`src/rtl/pipe_pkg.sv`:
```
// Shared pipeline constants: default widths, reset PC, bubble encoding and
// the PCSrc encoding agreed with the hazard unit and controller.
package pipe_pkg;

  localparam int          DEF_XLEN      = 32;
  localparam logic [31:0] DEF_RESET_PC  = 32'h0000_0000;
  localparam logic [31:0] DEF_NOP_INSTR = 32'h0000_0013;  // addi x0,x0,0

  // PCSrc encoding: 2'b00 is always the sequential PC+4 path.
  localparam logic [1:0] PCSRC_PLUS4  = 2'b00;
  localparam logic [1:0] PCSRC_BRANCH = 2'b01;
  localparam logic [1:0] PCSRC_JUMP   = 2'b10;

  // Per-edge action taken on the fetch PC.
  typedef enum logic [1:0] {
    PC_SEQ   = 2'd0,
    PC_HOLD  = 2'd1,
    PC_REDIR = 2'd2
  } pc_sel_e;

  // Per-edge action taken on the F/D latch.
  typedef enum logic [1:0] {
    FD_LOAD   = 2'd0,
    FD_HOLD   = 2'd1,
    FD_BUBBLE = 2'd2
  } fd_sel_e;

endpackage

```
`src/rtl/perf_cnt.sv`:
```
// Single free-running wrap-around event counter with enable.
module perf_cnt #(
  parameter int W = 32
) (
  input  logic         clk,
  input  logic         rst_n,
  input  logic         en,
  output logic [W-1:0] count
);

  // Increment once per enabled edge; wraps naturally at 2^W.
  always_ff @(posedge clk or negedge rst_n) begin
    if (!rst_n) begin
      count <= '0;
    end else if (en) begin
      count <= count + W'(1);
    end
  end

endmodule

```
`src/rtl/pipe_ctrl.sv`:
```
// Pipeline control consumer: fetch PC, F/D latch, E/M/W valid chain and
// performance counters, driven by the hazard unit's stall/flush outputs.
// Flush has priority over stall for both the PC and the F/D latch.
module pipe_ctrl
  import pipe_pkg::*;
#(
  parameter int              XLEN      = DEF_XLEN,
  parameter logic [XLEN-1:0] RESET_PC  = XLEN'(DEF_RESET_PC),
  parameter logic [31:0]     NOP_INSTR = DEF_NOP_INSTR,
  parameter int              CNT_W     = 32
) (
  input  logic             clk,
  input  logic             rst_n,
  input  logic             Fi_stall,
  input  logic             Di_stall,
  input  logic             Di_flush,
  input  logic             Ei_flush,
  input  logic [XLEN-1:0]  Ei_PCTarget,
  input  logic [31:0]      Fi_instr,
  output logic [XLEN-1:0]  Fo_PC,
  output logic [31:0]      Do_instr,
  output logic [XLEN-1:0]  Do_PC,
  output logic [XLEN-1:0]  Do_PCPlus4,
  output logic             Do_valid,
  output logic             Eo_valid,
  output logic             Mo_valid,
  output logic             Wo_valid,
  output logic [CNT_W-1:0] Oo_cycles,
  output logic [CNT_W-1:0] Oo_retired,
  output logic [CNT_W-1:0] Oo_stalls,
  output logic [CNT_W-1:0] Oo_flushes
);

  pc_sel_e pc_sel;
  fd_sel_e fd_sel;

  // Resolve hazard inputs into one action per register group; flush first.
  always_comb begin
    pc_sel = PC_SEQ;
    fd_sel = FD_LOAD;
    if (Di_flush) begin
      pc_sel = PC_REDIR;
    end else if (Fi_stall) begin
      pc_sel = PC_HOLD;
    end
    if (Di_flush) begin
      fd_sel = FD_BUBBLE;
    end else if (Di_stall) begin
      fd_sel = FD_HOLD;
    end
  end

  // Fetch PC: redirect, hold or advance by 4 (modulo 2^XLEN).
  always_ff @(posedge clk or negedge rst_n) begin
    if (!rst_n) begin
      Fo_PC <= RESET_PC;
    end else begin
      case (pc_sel)
        PC_REDIR: Fo_PC <= Ei_PCTarget;
        PC_HOLD:  Fo_PC <= Fo_PC;
        default:  Fo_PC <= Fo_PC + XLEN'(4);
      endcase
    end
  end

  // F/D latch: a bubble keeps Do_PC so the squashed slot still has a PC.
  always_ff @(posedge clk or negedge rst_n) begin
    if (!rst_n) begin
      Do_instr <= NOP_INSTR;
      Do_PC    <= RESET_PC;
      Do_valid <= 1'b0;
    end else begin
      case (fd_sel)
        FD_BUBBLE: begin
          Do_instr <= NOP_INSTR;
          Do_valid <= 1'b0;
        end
        FD_HOLD: begin
          Do_instr <= Do_instr;
          Do_PC    <= Do_PC;
          Do_valid <= Do_valid;
        end
        default: begin
          Do_instr <= Fi_instr;
          Do_PC    <= Fo_PC;
          Do_valid <= 1'b1;
        end
      endcase
    end
  end

  // Link address for the D-stage instruction.
  assign Do_PCPlus4 = Do_PC + XLEN'(4);

  // Valid chain: only the D->E hop can be squashed; M and W just follow.
  always_ff @(posedge clk or negedge rst_n) begin
    if (!rst_n) begin
      Eo_valid <= 1'b0;
      Mo_valid <= 1'b0;
      Wo_valid <= 1'b0;
    end else begin
      Eo_valid <= Ei_flush ? 1'b0 : Do_valid;
      Mo_valid <= Eo_valid;
      Wo_valid <= Mo_valid;
    end
  end

  // Performance counters, all sampled on the same edge.
  perf_cnt #(.W(CNT_W)) u_cnt_cycles (
    .clk   (clk),
    .rst_n (rst_n),
    .en    (1'b1),
    .count (Oo_cycles)
  );

  perf_cnt #(.W(CNT_W)) u_cnt_retired (
    .clk   (clk),
    .rst_n (rst_n),
    .en    (Wo_valid),
    .count (Oo_retired)
  );

  perf_cnt #(.W(CNT_W)) u_cnt_stalls (
    .clk   (clk),
    .rst_n (rst_n),
    .en    (Fi_stall),
    .count (Oo_stalls)
  );

  perf_cnt #(.W(CNT_W)) u_cnt_flushes (
    .clk   (clk),
    .rst_n (rst_n),
    .en    (Di_flush),
    .count (Oo_flushes)
  );

endmodule

```
`config.mk`:
```
export PLATFORM = sky130hd
export DESIGN_NAME = pipe_ctrl
export DESIGN_NICKNAME = d
export VERILOG_FILES = /design/src/rtl/pipe_pkg.sv /design/src/rtl/perf_cnt.sv /design/src/rtl/pipe_ctrl.sv
export SDC_FILE = /design/constraint.sdc
export NUM_CORES = 1
export LEC_CHECK = 0
export ABC_AREA = 1
export CORE_AREA = 8 8 195 160
export CTS_BUF_LIST = sky130_fd_sc_hd__clkbuf_8
export CTS_CLUSTER_SIZE = 28
export DETAILED_ROUTE_END_ITERATION = 10
export DIE_AREA = 0 0 203 168
export PLACE_DENSITY = 0.83
export SLEW_MARGIN = 20
export SYNTH_ARGS = -nofsm -noshare
export SYNTH_HDL_FRONTEND = slang
export SYNTH_SLANG_ARGS = --single-unit
```
`constraint.sdc`:
```
create_clock -name clk -period 1.5 [get_ports clk]
set_input_delay 0.375 -clock clk [delete_from_list [all_inputs] [get_ports clk]]
set_output_delay 0.375 -clock clk [all_outputs]
set_load 0.05 [all_outputs]
```
==> qor.csv, run 1 <==
stage;metric;value;unit
place;placed_area;21200;sq um
synthesis;synth.distinct_cells;32;
synthesis;synth_cells;1683;
clock_network;root_buffer;clkbuf_8;
grt;grt_max_degree;63;
grt;gr-usage-all-layers;87.5;%
place;gp_congestion;0.966;
outcome;stop_stage;global routing (5_1_grt);
synthesis;synthFlopType;dfrtp_1;
floorplan;io_pins;330;
clock_network;max-clock-path-buffers;3;
synthesis;synth_edf_count;0;
floorplan;die_w;203;microns
synthesis;synth_top_cell_by_area;dfrtp_1;
synthesis;ys_top_cells_by_count;nand2_1, dfrtp_1, nor2_1, inv_1, nand3_1;
clock_network;cts_sinks;228;
synthesis;yosys-top-cells-area;dfrtp_1, nand2_1, nor2_1, inv_1, xor2_1;
outcome;outcome;did not finish;
synthesis;syn_nets;1759;
synthesis;synth.most_common_cell;nand2_1;
synthesis;synth_area;12600;sq um
synthesis;yosys_warnings;0;
clock_network;h-tree-depth;2;
place;post-dp-hpwl;39.3;mm
floorplan;initial_core_util;45.4;%
clock_network;numCtsBuffers;40;
outcome;error;[ERROR GRT-0232] Routing congestion too high. Check the congestion heatmap in the GUI.;
floorplan;rows;55;
sta;worst-ep-kind;primary output;
synthesis;synth_seq_area_share;45.2;%
floorplan;die_h;168;microns
synthesis;ys_seq_elements;228;
synthesis;synthArstFlopShare;100;%
synthesis;synth_top_area_share;44.5;%
synthesis;syn_area_per_cell;7.51;sq um
sta;crit_endpoint;Do_PCPlus4[30];
grt;grt_overflow;1421;
place;portBuffers;329;
[metal layers]
metal / GRT usage [%] / GRT overflow
met1: 80.6 / 10
met2: 106 / 906
met3: 71.7 / 15
met4: 102 / 489
met5: 40.0 / 1
[what timing repair did]
item / 4_1_cts
gates resized for setup: 188
hold buffers: 1
pin swaps: 38
cloned: 0
buffers inserted: 233
setup endpoints to repair: 282
hold endpoints to repair: 32
[metrics by stage]
step	std cells	hold slack, ns	setup TNS [ns]	util, %	setup WS [ns]
floorplan	1683	0.0794	-13.78	-	-0.681
global placement	2541	0.301	-35.41	76.0	-0.548
detailed placement	2541	0.299	-41.17	76.0	-0.653
CTS	2813	0.249	-38.94	86.7	-0.921
[kinds of logic after synthesis]
logic type / synth area share, %
AO/OA/AOI/OAI: 5.60
XOR/XNOR: 7.14
adder cells (fa/ha/maj): 0.594
buffers and inverters: 6.67
flip-flops: 45.2
AND/OR/NAND/NOR: 34.8
==> run 2, diff against run 1 <==
--- a/config.mk
+++ b/config.mk
@@ -6,12 +6,10 @@
 export NUM_CORES = 1
 export LEC_CHECK = 0
 export ABC_AREA = 1
-export CORE_AREA = 8 8 195 160
-export CTS_BUF_LIST = sky130_fd_sc_hd__clkbuf_8
-export CTS_CLUSTER_SIZE = 28
+export CORE_AREA = 8 8 200 202
 export DETAILED_ROUTE_END_ITERATION = 10
-export DIE_AREA = 0 0 203 168
-export PLACE_DENSITY = 0.83
+export DIE_AREA = 0 0 208 210
+export PLACE_DENSITY_LB_ADDON = 0.15
 export SLEW_MARGIN = 20
 export SYNTH_ARGS = -nofsm -noshare
 export SYNTH_HDL_FRONTEND = slang
==> constraint.sdc (replaced) <==
create_clock -name clk -period 2 [get_ports clk]
set_input_delay 0.5 -clock clk [delete_from_list [all_inputs] [get_ports clk]]
set_output_delay 0.5 -clock clk [all_outputs]
set_load 0.05 [all_outputs]
==> qor.csv, run 2 <==
stage;metric;value;unit
grt;gr-usage-all-layers;19.7;%
floorplan;rows;71;
synthesis;yosys-top-cells-area;dfrtp_1, nand2_1, nor2_1, inv_1, xor2_1;
synthesis;synth_edf_count;0;
pwr;combinationalPowerShare;32.3;%
final_layout;layout_commonest_cell;nand2_1;
sta;fin_worst_skew;0.00891;ns
drt;first_pass_iters;5;
setup_path;cp_data_arrival_time;2.01;ns
final_layout;design_area;18900;sq um
synthesis;synthFlopType;dfrtp_1;
sta;period_needed;2.51;ns
grt;grt_overflow;0;
pwr;seq_power_share;35.5;%
sta;hold_viol;0;
final_layout;final_cell_mix;nand2_1, buf_4, dfrtp_1;
clock_network;cts_sinks;228;
sta;worst_slack;-0.511;ns
setup_path;reg2reg_depth;8;
drt;num_vias;12400;
sta;slew_violations;0;
final_layout;n_antenna_cell;0;
synthesis;yosys_warnings;0;
setup_path;path_class;reg -> out;
synthesis;synth_top_cell_by_area;dfrtp_1;
grt;grt_pass1_vias;12800;
pwr;p_sw_share;37.3;%
drt;ant_nets;0;
floorplan;dieArea;43700;sq um
sta;max_freq;398;MHz
sta;setup_viol;29;
outcome;outcome;complete, but fails checks;
synthesis;ys_top_cells_by_count;nand2_1, dfrtp_1, nor2_1, inv_1, nand3_1;
worst_hold_path;hold_class;in -> reg;
pwr;power;15.8;mW
floorplan;io_pins;330;
clock_network;clkLatencyLatePin;0.55;ns
clock_network;root_buffer;clkbuf_16;
final_layout;areaGrowthSynthToFinish;49.1;%
synthesis;synth_cells;1683;
final_layout;drive_gt1_share;27.5;%
floorplan;die_w;208;microns
clock_network;cts_tree;built;
drt;routed_wl;43.7;mm
setup_path;cp-start-kind;register;
setup_path;cp-endpoint;Do_PCPlus4[20];
synthesis;synth_top_area_share;44.5;%
pwr;p_leak;8.77;nW
grt;grt_pass1_wl;70.6;mm
setup_path;r2r-end;Fo_PC[14];
synthesis;syn_nets;1759;
synthesis;synth.most_common_cell;nand2_1;
final_layout;final_nets;2193;
sta;tightestPinTransition;0.563;ns
grt;antenna_found_initial;0;
pwr;switchingPower;5.88;mW
place;gp_congestion;0.898;
synthesis;synth_area;12600;sq um
place;placed_area;17300;sq um
place;post-dp-hpwl;34.7;mm
clock_network;numCtsBuffers;29;
clock_network;clkTransAtPathRegs;0.06;ns
synthesis;syn_area_per_cell;7.51;sq um
pwr;ir_drop;535;uV
run;maxCapViolations;0;
synthesis;synthArstFlopShare;100;%
sta;post-route-period-util;126;%
pwr;power_density;836;nW/um^2
drt;routedWlPerCell;16.7;microns
sta;fin_tns_setup;-11.33;ns
drt;dr.first_iter.drc_count;546;
synthesis;ys_seq_elements;228;
drt;viasPerCell;4.73;
outcome;violations;setup timing;
setup_path;r2r_slack;0.21;ns
sta;max_slew_margin;62.5;%
clock_network;h-tree-depth;1;
synthesis;synth_seq_area_share;45.2;%
setup_path;reg2reg_from;Fo_PC[2];
floorplan;die_h;210;microns
drt;drc;0;
setup_path;cp.required;1.50;ns
setup_path;critPathMaxFanout;3;
floorplan;initial_core_util;34.2;%
place;portBuffers;329;
setup_path;crit_path_start;Do_PC[9];
pwr;internal-power;9.89;mW
setup_path;end_kind;output port;
floorplan;core;37000;sq um
pwr;power_frac_clock;32.2;%
synthesis;synth.distinct_cells;32;
sta;rsz0062_at_grt;true;
clock_network;max-clock-path-buffers;3;
grt;grt_max_degree;60;
worst_hold_path;hp-start;Di_flush;
[run 2: cell counts after synthesis]
No cell type changed its count.
[run 2: how the worst min path moves through the flow]
stage	endpoint	cells after the start	slack, ns
floorplan	Do_PC[0]	0	0.20
global placement	Wo_valid	0	0.38
detailed placement	Wo_valid	0	0.38
CTS	Fo_PC[0]	3	0.32
global route	Fo_PC[1]	3	0.35
finish	Fo_PC[0]	3	0.33
[run 2: logic make-up (layout without fill, tap and decap cells)]
| group | after synthesis | after routing | synth area share (%) |
|---|---|---|---|
| and+or+nand+nor | 1023 | 1023 | 34.8 |
| DFF | 228 | 228 | 45.2 |
| buffers and inverters | 216 | 671 | 6.67 |
| AOI/OAI and AO/OA | 107 | 107 | 5.60 |
| xor gates and xnor gates | 103 | 103 | 7.14 |
| adders and majority gates | 6 | 6 | 0.594 |
[run 2: timing repair]
item | in CTS | in global routing
setup endpoints to repair | 30 | 29
gates resized for setup | 55 | 67
pin swaps | 18 | 26
endpoints found under the hold margin | 47 | 0
buffers inserted | 10 | 7
hold buffers | 1 | 0
[run 2: layout make-up]
type	count	area, sq um
multi-input cells	1239	6890
inverters	188	711
fillers	3606	18100
repair buffers	431	3980
clock buffers	47	913
flip-flops and latches	228	5740
well taps	474	593
clock inverters	5	27.5
[run 2: power groups by stage]
stage | clock (mW) | combinational (mW) | sequential (mW)
global route | 5.39 | 5.40 | 5.66
detailed placement | 0 | 4.96 | 5.66
floorplan | 0 | 1.45 | 6.98
global placement | 0 | 4.94 | 5.65
CTS | 5.24 | 5.06 | 5.58
finish | 5.08 | 5.09 | 5.60
[run 2: metrics by stage]
step | worst slack, ns | hold slack (ns) | util (%) | std cells
finish | -0.511 | 0.333 | 51.0 | 2612
global route | -0.600 | 0.350 | 51.0 | 2612
CTS | -0.523 | 0.315 | 50.2 | 2605
global placement | -0.0747 | 0.377 | 46.8 | 2543
detailed placement | -0.115 | 0.378 | 46.8 | 2543
floorplan | -0.306 | 0.204 | - | 1683
[run 2: layer usage]
layer  track usage, %  vias to the layer above  wire, microns
met1             24.3                     5797          18500
met4             4.97                        0           1130
met5                0                        -              0
li1                 -                     6155              -
met3             4.59                       67           2770
met2             34.4                      346          21300
[run 2: critical path, stage by stage (launching register included)]
cell     delay, ns
dfrtp_2       0.39
nand2_4       0.08
buf_6         0.12
nor3_4        0.17
buf_6         0.14
nand4_1       0.18
xor2_4        0.22
buf_12        0.16
No activity file was read; power rests on OpenSTA's default activity.
==> run 3, diff against run 2 <==
--- a/config.mk
+++ b/config.mk
@@ -6,11 +6,10 @@
 export NUM_CORES = 1
 export LEC_CHECK = 0
 export ABC_AREA = 1
-export CORE_AREA = 8 8 200 202
+export CORE_AREA = 8 8 218 220
 export DETAILED_ROUTE_END_ITERATION = 10
-export DIE_AREA = 0 0 208 210
+export DIE_AREA = 0 0 226 228
 export PLACE_DENSITY_LB_ADDON = 0.15
-export SLEW_MARGIN = 20
 export SYNTH_ARGS = -nofsm -noshare
 export SYNTH_HDL_FRONTEND = slang
 export SYNTH_SLANG_ARGS = --single-unit
==> constraint.sdc (replaced) <==
create_clock -name clk -period 2.1 [get_ports clk]
set_input_delay 0.525 -clock clk [delete_from_list [all_inputs] [get_ports clk]]
set_output_delay 0.525 -clock clk [all_outputs]
set_load 0.05 [all_outputs]
==> qor.csv, run 3 (synthesis results as in run 2) <==
stage;metric;value;unit
outcome;outcome;complete, but fails checks;
outcome;violations;setup timing;
drt;ant_nets;0;
setup_path;cp_slowest_stage_delay;0.41;ns
drt;num_vias;12400;
sta;max_slew_margin;64.7;%
setup_path;cp-start-kind;register;
floorplan;die_h;228;microns
final_layout;seqCellArea;5740;sq um
pwr;p_leak;8.84;nW
sta;max_freq;389;MHz
clock_network;cts_sinks;228;
grt;antenna_found_initial;0;
setup_path;r2r-end;u_cnt_stalls.count[14];
grt;grt_pass1_vias;12700;
floorplan;io_pins;330;
clock_network;clkTransAtPathRegs;0.06;ns
worst_hold_path;hold_path_end;u_cnt_flushes.count[29];
setup_path;reg2reg_depth;7;
drt;routed_wl;45.5;mm
setup_path;r2r_slack;0.40;ns
setup_path;cp.required;1.57;ns
clock_network;numCtsBuffers;30;
grt;gr-usage-met2;29.6;%
pwr;power_density;819;nW/um^2
setup_path;crit_family;buffers and inverters;
setup_path;path_buf_inv;4;
place;gp_congestion;0.872;
drt;viasPerCell;4.54;
clock_network;max-clock-path-buffers;3;
sta;post-route-period-util;122;%
sta;worst_slack;-0.470;ns
final_layout;layout_commonest_cell;nand2_1;
grt;gr-usage-all-layers;17.3;%
drt;drc;0;
grt;gr-usage-met1;21.8;%
grt;grtUsageMet3;3.86;%
final_layout;final_core_util;43.3;%
final_layout;areaGrowthSynthToFinish;50.1;%
setup_path;crit_slowest_cell;dfrtp_2;
setup_path;cp_data_arrival_time;2.05;ns
floorplan;dieArea;51500;sq um
floorplan;initial_core_util;28.8;%
sta;period_needed;2.57;ns
worst_hold_path;hp-start;Di_flush;
sta;tightestPinTransition;0.532;ns
sta;fin_worst_skew;0.0168;ns
setup_path;cpMostUsedCell;buf_4;
setup_path;crit_chain;nand3_1, inv_1, nand2_2, buf_4, nor2_1, buf_4, xor2_4, buf_12;
sta;slew_violations;0;
drt;first_pass_iters;5;
final_layout;drive_gt1_share;25.9;%
setup_path;end_kind;output port;
worst_hold_path;hold_class;in -> reg;
final_layout;multi_input_area;6850;sq um
grt;grt-busiest-layer;met2;
pwr;ir_drop;850;uV
setup_path;critPathMaxFanout;4;
setup_path;path_class;reg -> out;
sta;fin_tns_setup;-9.96;ns
floorplan;core;43800;sq um
run;maxCapViolations;0;
clock_network;cts_tree;built;
worst_hold_path;holdPathStages;3;
place;portBuffers;329;
final_layout;n_antenna_cell;0;
sta;rsz0062_at_grt;true;
clock_network;h-tree-depth;1;
sta;hold_viol;0;
sta;holdWs;0.344;ns
drt;routedWlPerCell;16.7;microns
grt;grt_max_degree;75;
place;post-dp-hpwl;35.5;mm
drt;dr.first_iter.drc_count;788;
final_layout;final_nets;2190;
floorplan;rows;77;
sta;setup_viol;28;
floorplan;die_w;226;microns
grt;grt_pass1_wl;72.0;mm
clock_network;clkLatencyLatePin;0.57;ns
grt;grt_overflow;0;
final_layout;fill_cells;4421;
clock_network;root_buffer;clkbuf_16;
setup_path;reg2reg_from;u_cnt_stalls.count[1];
final_layout;final_cell_mix;nand2_1, buf_4, dfrtp_1;
[run 3: cell count changes in the layout (fill, tap and decap cells not counted), sizes merged]
cell,previous run,this run
buf,361,331
dlygate4sd2,2,28
bufinv,0,3
clkbuf,47,45
clkinvlp,1,3
clkinv,4,5
[run 3: worst max path at each step]
stage | depth (start not counted) | to | start
floorplan | 5 | Do_PCPlus4[20] | Do_PC[3]
global placement | 8 | u_cnt_stalls.count[31] | Fi_stall
detailed placement | 8 | u_cnt_stalls.count[31] | Fi_stall
CTS | 7 | Do_PCPlus4[19] | Do_PC[4]
global route | 9 | Do_PCPlus4[22] | Do_PC[11]
finish | 8 | Do_PCPlus4[17] | Do_PC[4]
[run 3: layer usage]
layer | share of wire (%) | wire length [microns]
met5 | 0 | 0
met4 | 2.3 | 1050
met3 | 5.9 | 2680
met2 | 49 | 22200
met1 | 43 | 19600
[run 3: area by class of cell]
type	count	share of cell area, %
multi-input combinational	1239	36.1
clock inverter	11	0.765
inverter	188	3.76
tap	592	3.90
sequential	228	30.2
clock buffer	45	4.73
timing repair buffer	427	20.5
[run 3: timing repair]
action	CTS	global route
hold buffers	1	0
resized for setup	100	48
buffers inserted	18	13
endpoints found under the setup margin	56	28
endpoints found under the hold margin	15	0
pin swaps	17	26
[run 3: power by group]
part	total [mW]	leakage, nW	switching [mW]	internal, mW
Clock	5.38	0.503	2.06	3.31
Combinational	4.81	5.37	3.14	1.67
Sequential	5.36	2.96	0.569	4.79
[run 3: per-stage QoR]
step	power (mW)	instance area, sq um	setup slack [ns]	std cells
global placement	10.1	17300	-0.109	2644
global route	16.2	19000	-0.577	2730
finish	15.5	19000	-0.470	2730
detailed placement	10.1	17300	-0.112	2644
floorplan	8.01	13000	-0.231	1683
CTS	15.7	18700	-0.508	2718
[run 3: worst min-delay path, stage by stage]
cell and delay [ns]:
buf_2 0.21, nand2_1 0.10, nand2_1 0.04
==> run 4, diff against run 3 <==
--- a/config.mk
+++ b/config.mk
@@ -6,9 +6,9 @@
 export NUM_CORES = 1
 export LEC_CHECK = 0
 export ABC_AREA = 1
-export CORE_AREA = 8 8 218 220
+export CORE_AREA = 8 8 177 179
 export DETAILED_ROUTE_END_ITERATION = 10
-export DIE_AREA = 0 0 226 228
+export DIE_AREA = 0 0 185 187
 export PLACE_DENSITY_LB_ADDON = 0.15
 export SYNTH_ARGS = -nofsm -noshare
 export SYNTH_HDL_FRONTEND = slang
==> qor.csv, run 4 (synthesis results as in run 2) <==
stage;metric;value;unit
outcome;outcome;complete, but fails checks;
outcome;violations;setup timing;
sta;tightestPinTransition;0.530;ns
setup_path;crit_cells;8;
grt;grt_max_degree;56;
floorplan;dieArea;34600;sq um
setup_path;reg2reg_depth;7;
floorplan;initial_core_util;44.5;%
worst_hold_path;hp-start;Di_flush;
floorplan;die_w;185;microns
clock_network;max-clock-path-buffers;3;
final_layout;layoutNonFillerInstCount;2496;
clock_network;cts_sinks;228;
final_layout;final_cell_mix;nand2_1, buf_4, dfrtp_1;
grt;antenna_found_initial;2;
floorplan;rows;62;
drt;routed_wl;42.6;mm
sta;post-route-period-util;120;%
clock_network;clkTransAtPathRegs;0.06;ns
grt;grt_pass1_wl;67.5;mm
drt;dr.first_iter.drc_count;781;
floorplan;io_pins;330;
setup_path;crit_chain;buf_4, nand2_4, nor2_4, nand2_4, nor2_4, buf_6, xor2_4, buf_12;
setup_path;cp.required;1.57;ns
sta;setup_viol;27;
place;post-place-ws;-0.00459;ns
setup_path;path_class;reg -> out;
setup_path;cp-start-kind;register;
clock_network;clkLatencyLatePin;0.53;ns
drt;routed.top_layer;met4;
place;portBuffers;329;
final_layout;drive_gt1_share;25.1;%
place;post-dp-hpwl;33.1;mm
setup_path;crit_slowest_cell;dfrtp_2;
setup_path;reg2reg_from;u_cnt_retired.count[0];
grt;grt_overflow;0;
final_layout;final_nets;2166;
clock_network;cts_tree;built;
worst_hold_path;hold_class;in -> reg;
setup_path;end_kind;output port;
final_layout;areaGrowthSynthToFinish;46.0;%
setup_path;r2r_slack;0.30;ns
drt;wl_met1;17.2;mm
drt;viasPerCell;4.98;
drt;wl_met2;20.5;mm
setup_path;path_buf_inv;3;
clock_network;h-tree-depth;1;
drt;routedWlPerCell;17.1;microns
sta;rsz0062_at_grt;true;
drt;num_vias;12400;
pwr;power_density;811;nW/um^2
setup_path;r2r-end;u_cnt_retired.count[18];
grt;gr-usage-all-layers;24.2;%
drt;first_pass_iters;5;
setup_path;critPathMaxFanout;3;
sta;period_needed;2.52;ns
sta;worst_slack;-0.415;ns
place;gp_congestion;0.929;
floorplan;core;28400;sq um
setup_path;cp_data_arrival_time;1.99;ns
final_layout;layout_commonest_cell;nand2_1;
drt;ant_nets;0;
drt;drc;0;
floorplan;die_h;187;microns
pwr;ir_drop;474;uV
setup_path;crit_path_start;Do_PC[7];
sta;hold_viol;0;
setup_path;cp_slowest_stage_delay;0.40;ns
sta;max_slew_margin;64.8;%
place;place_inst;2423;
pwr;p_leak;8.72;nW
grt;grt_pass1_vias;12600;
sta;fin_worst_skew;0.00871;ns
setup_path;crit_family;simple AND/OR/NAND/NOR gates;
clock_network;root_buffer;clkbuf_16;
sta;slew_violations;0;
drt;wl_met3;2.89;mm
setup_path;cp-endpoint;Do_PCPlus4[11];
sta;max_freq;398;MHz
run;maxCapViolations;0;
clock_network;numCtsBuffers;27;
-- run 4: cell count changes in the layout (fill, tap and decap cells not counted), moves of 3 or more --
| cell | before | now |
|---|---|---|
| buf_4 | 283 | 266 |
| buf_6 | 11 | 5 |
| clkbuf_1 | 7 | 1 |
| clkbuf_16 | 31 | 27 |
| nand3_2 | 12 | 9 |
-- run 4: where the power goes --
group | switching, mW | internal [mW] | total, mW
logic | 3.07 | 1.59 | 4.65
registers | 0.571 | 4.79 | 5.36
clock network | 1.87 | 3.09 | 4.96
-- run 4: stage by stage --
step,total power [mW],hold slack (ns),area [sq um],TNS [ns],util (%)
4_1_cts,15.1,0.327,18300,-8.63,64.3
2_1_floorplan,8.01,0.229,13000,-1.64,-
5_1_grt,15.6,0.343,18500,-10.81,65.0
3_3_place_gp,9.90,0.362,16900,0,59.5
3_5_place_dp,9.93,0.372,16900,-0.00490,59.5
6_report,15.0,0.344,18500,-8.96,65.0
-- run 4: worst reg2reg max path, delay by kind of cell, from the launching register on --
kind                     cells  cell delay, ns
XOR/XNOR                     1            0.15
adder cells (fa/ha/maj)      1            0.23
flip-flops                   1            0.45
AND/OR/NAND/NOR              5            0.85
-- run 4: layer usage --
metal,GRT usage (%),up-vias
li1,-,6101
met1,28.9,5808
met2,41.6,419
met3,4.99,99
met4,9.73,0
met5,0,-
-- run 4: layout make-up --
class                   instances  area, sq um
well taps                     384          480
clock buffers                  35          776
clock inverters                14          184
diodes                          2         5.00
inverters                     188          706
fillers                      2447         9940
repair buffers                406         3730
multi-input cells            1239         6840
flip-flops and latches        228         5740
-- run 4: how the worst min path moves through the flow --
stage | slack [ns] | endpoint | depth (start not counted)
after floorplan | 0.23 | Do_PC[0] | 0
after global placement | 0.36 | Mo_valid | 0
after detailed placement | 0.37 | Mo_valid | 0
after CTS | 0.33 | u_cnt_flushes.count[29] | 3
after global routing | 0.34 | u_cnt_flushes.count[29] | 3
final | 0.34 | u_cnt_flushes.count[29] | 3
-- run 4: what timing repair did --
| action | 4_1_cts | 5_1_grt |
|---|---|---|
| setup buffers | 16 | 5 |
| resized for setup | 104 | 33 |
| pin swaps | 32 | 24 |
| hold buffers | 1 | 0 |
| hold endpoints to repair | 39 | 0 |
| setup endpoints to repair | 56 | 28 |
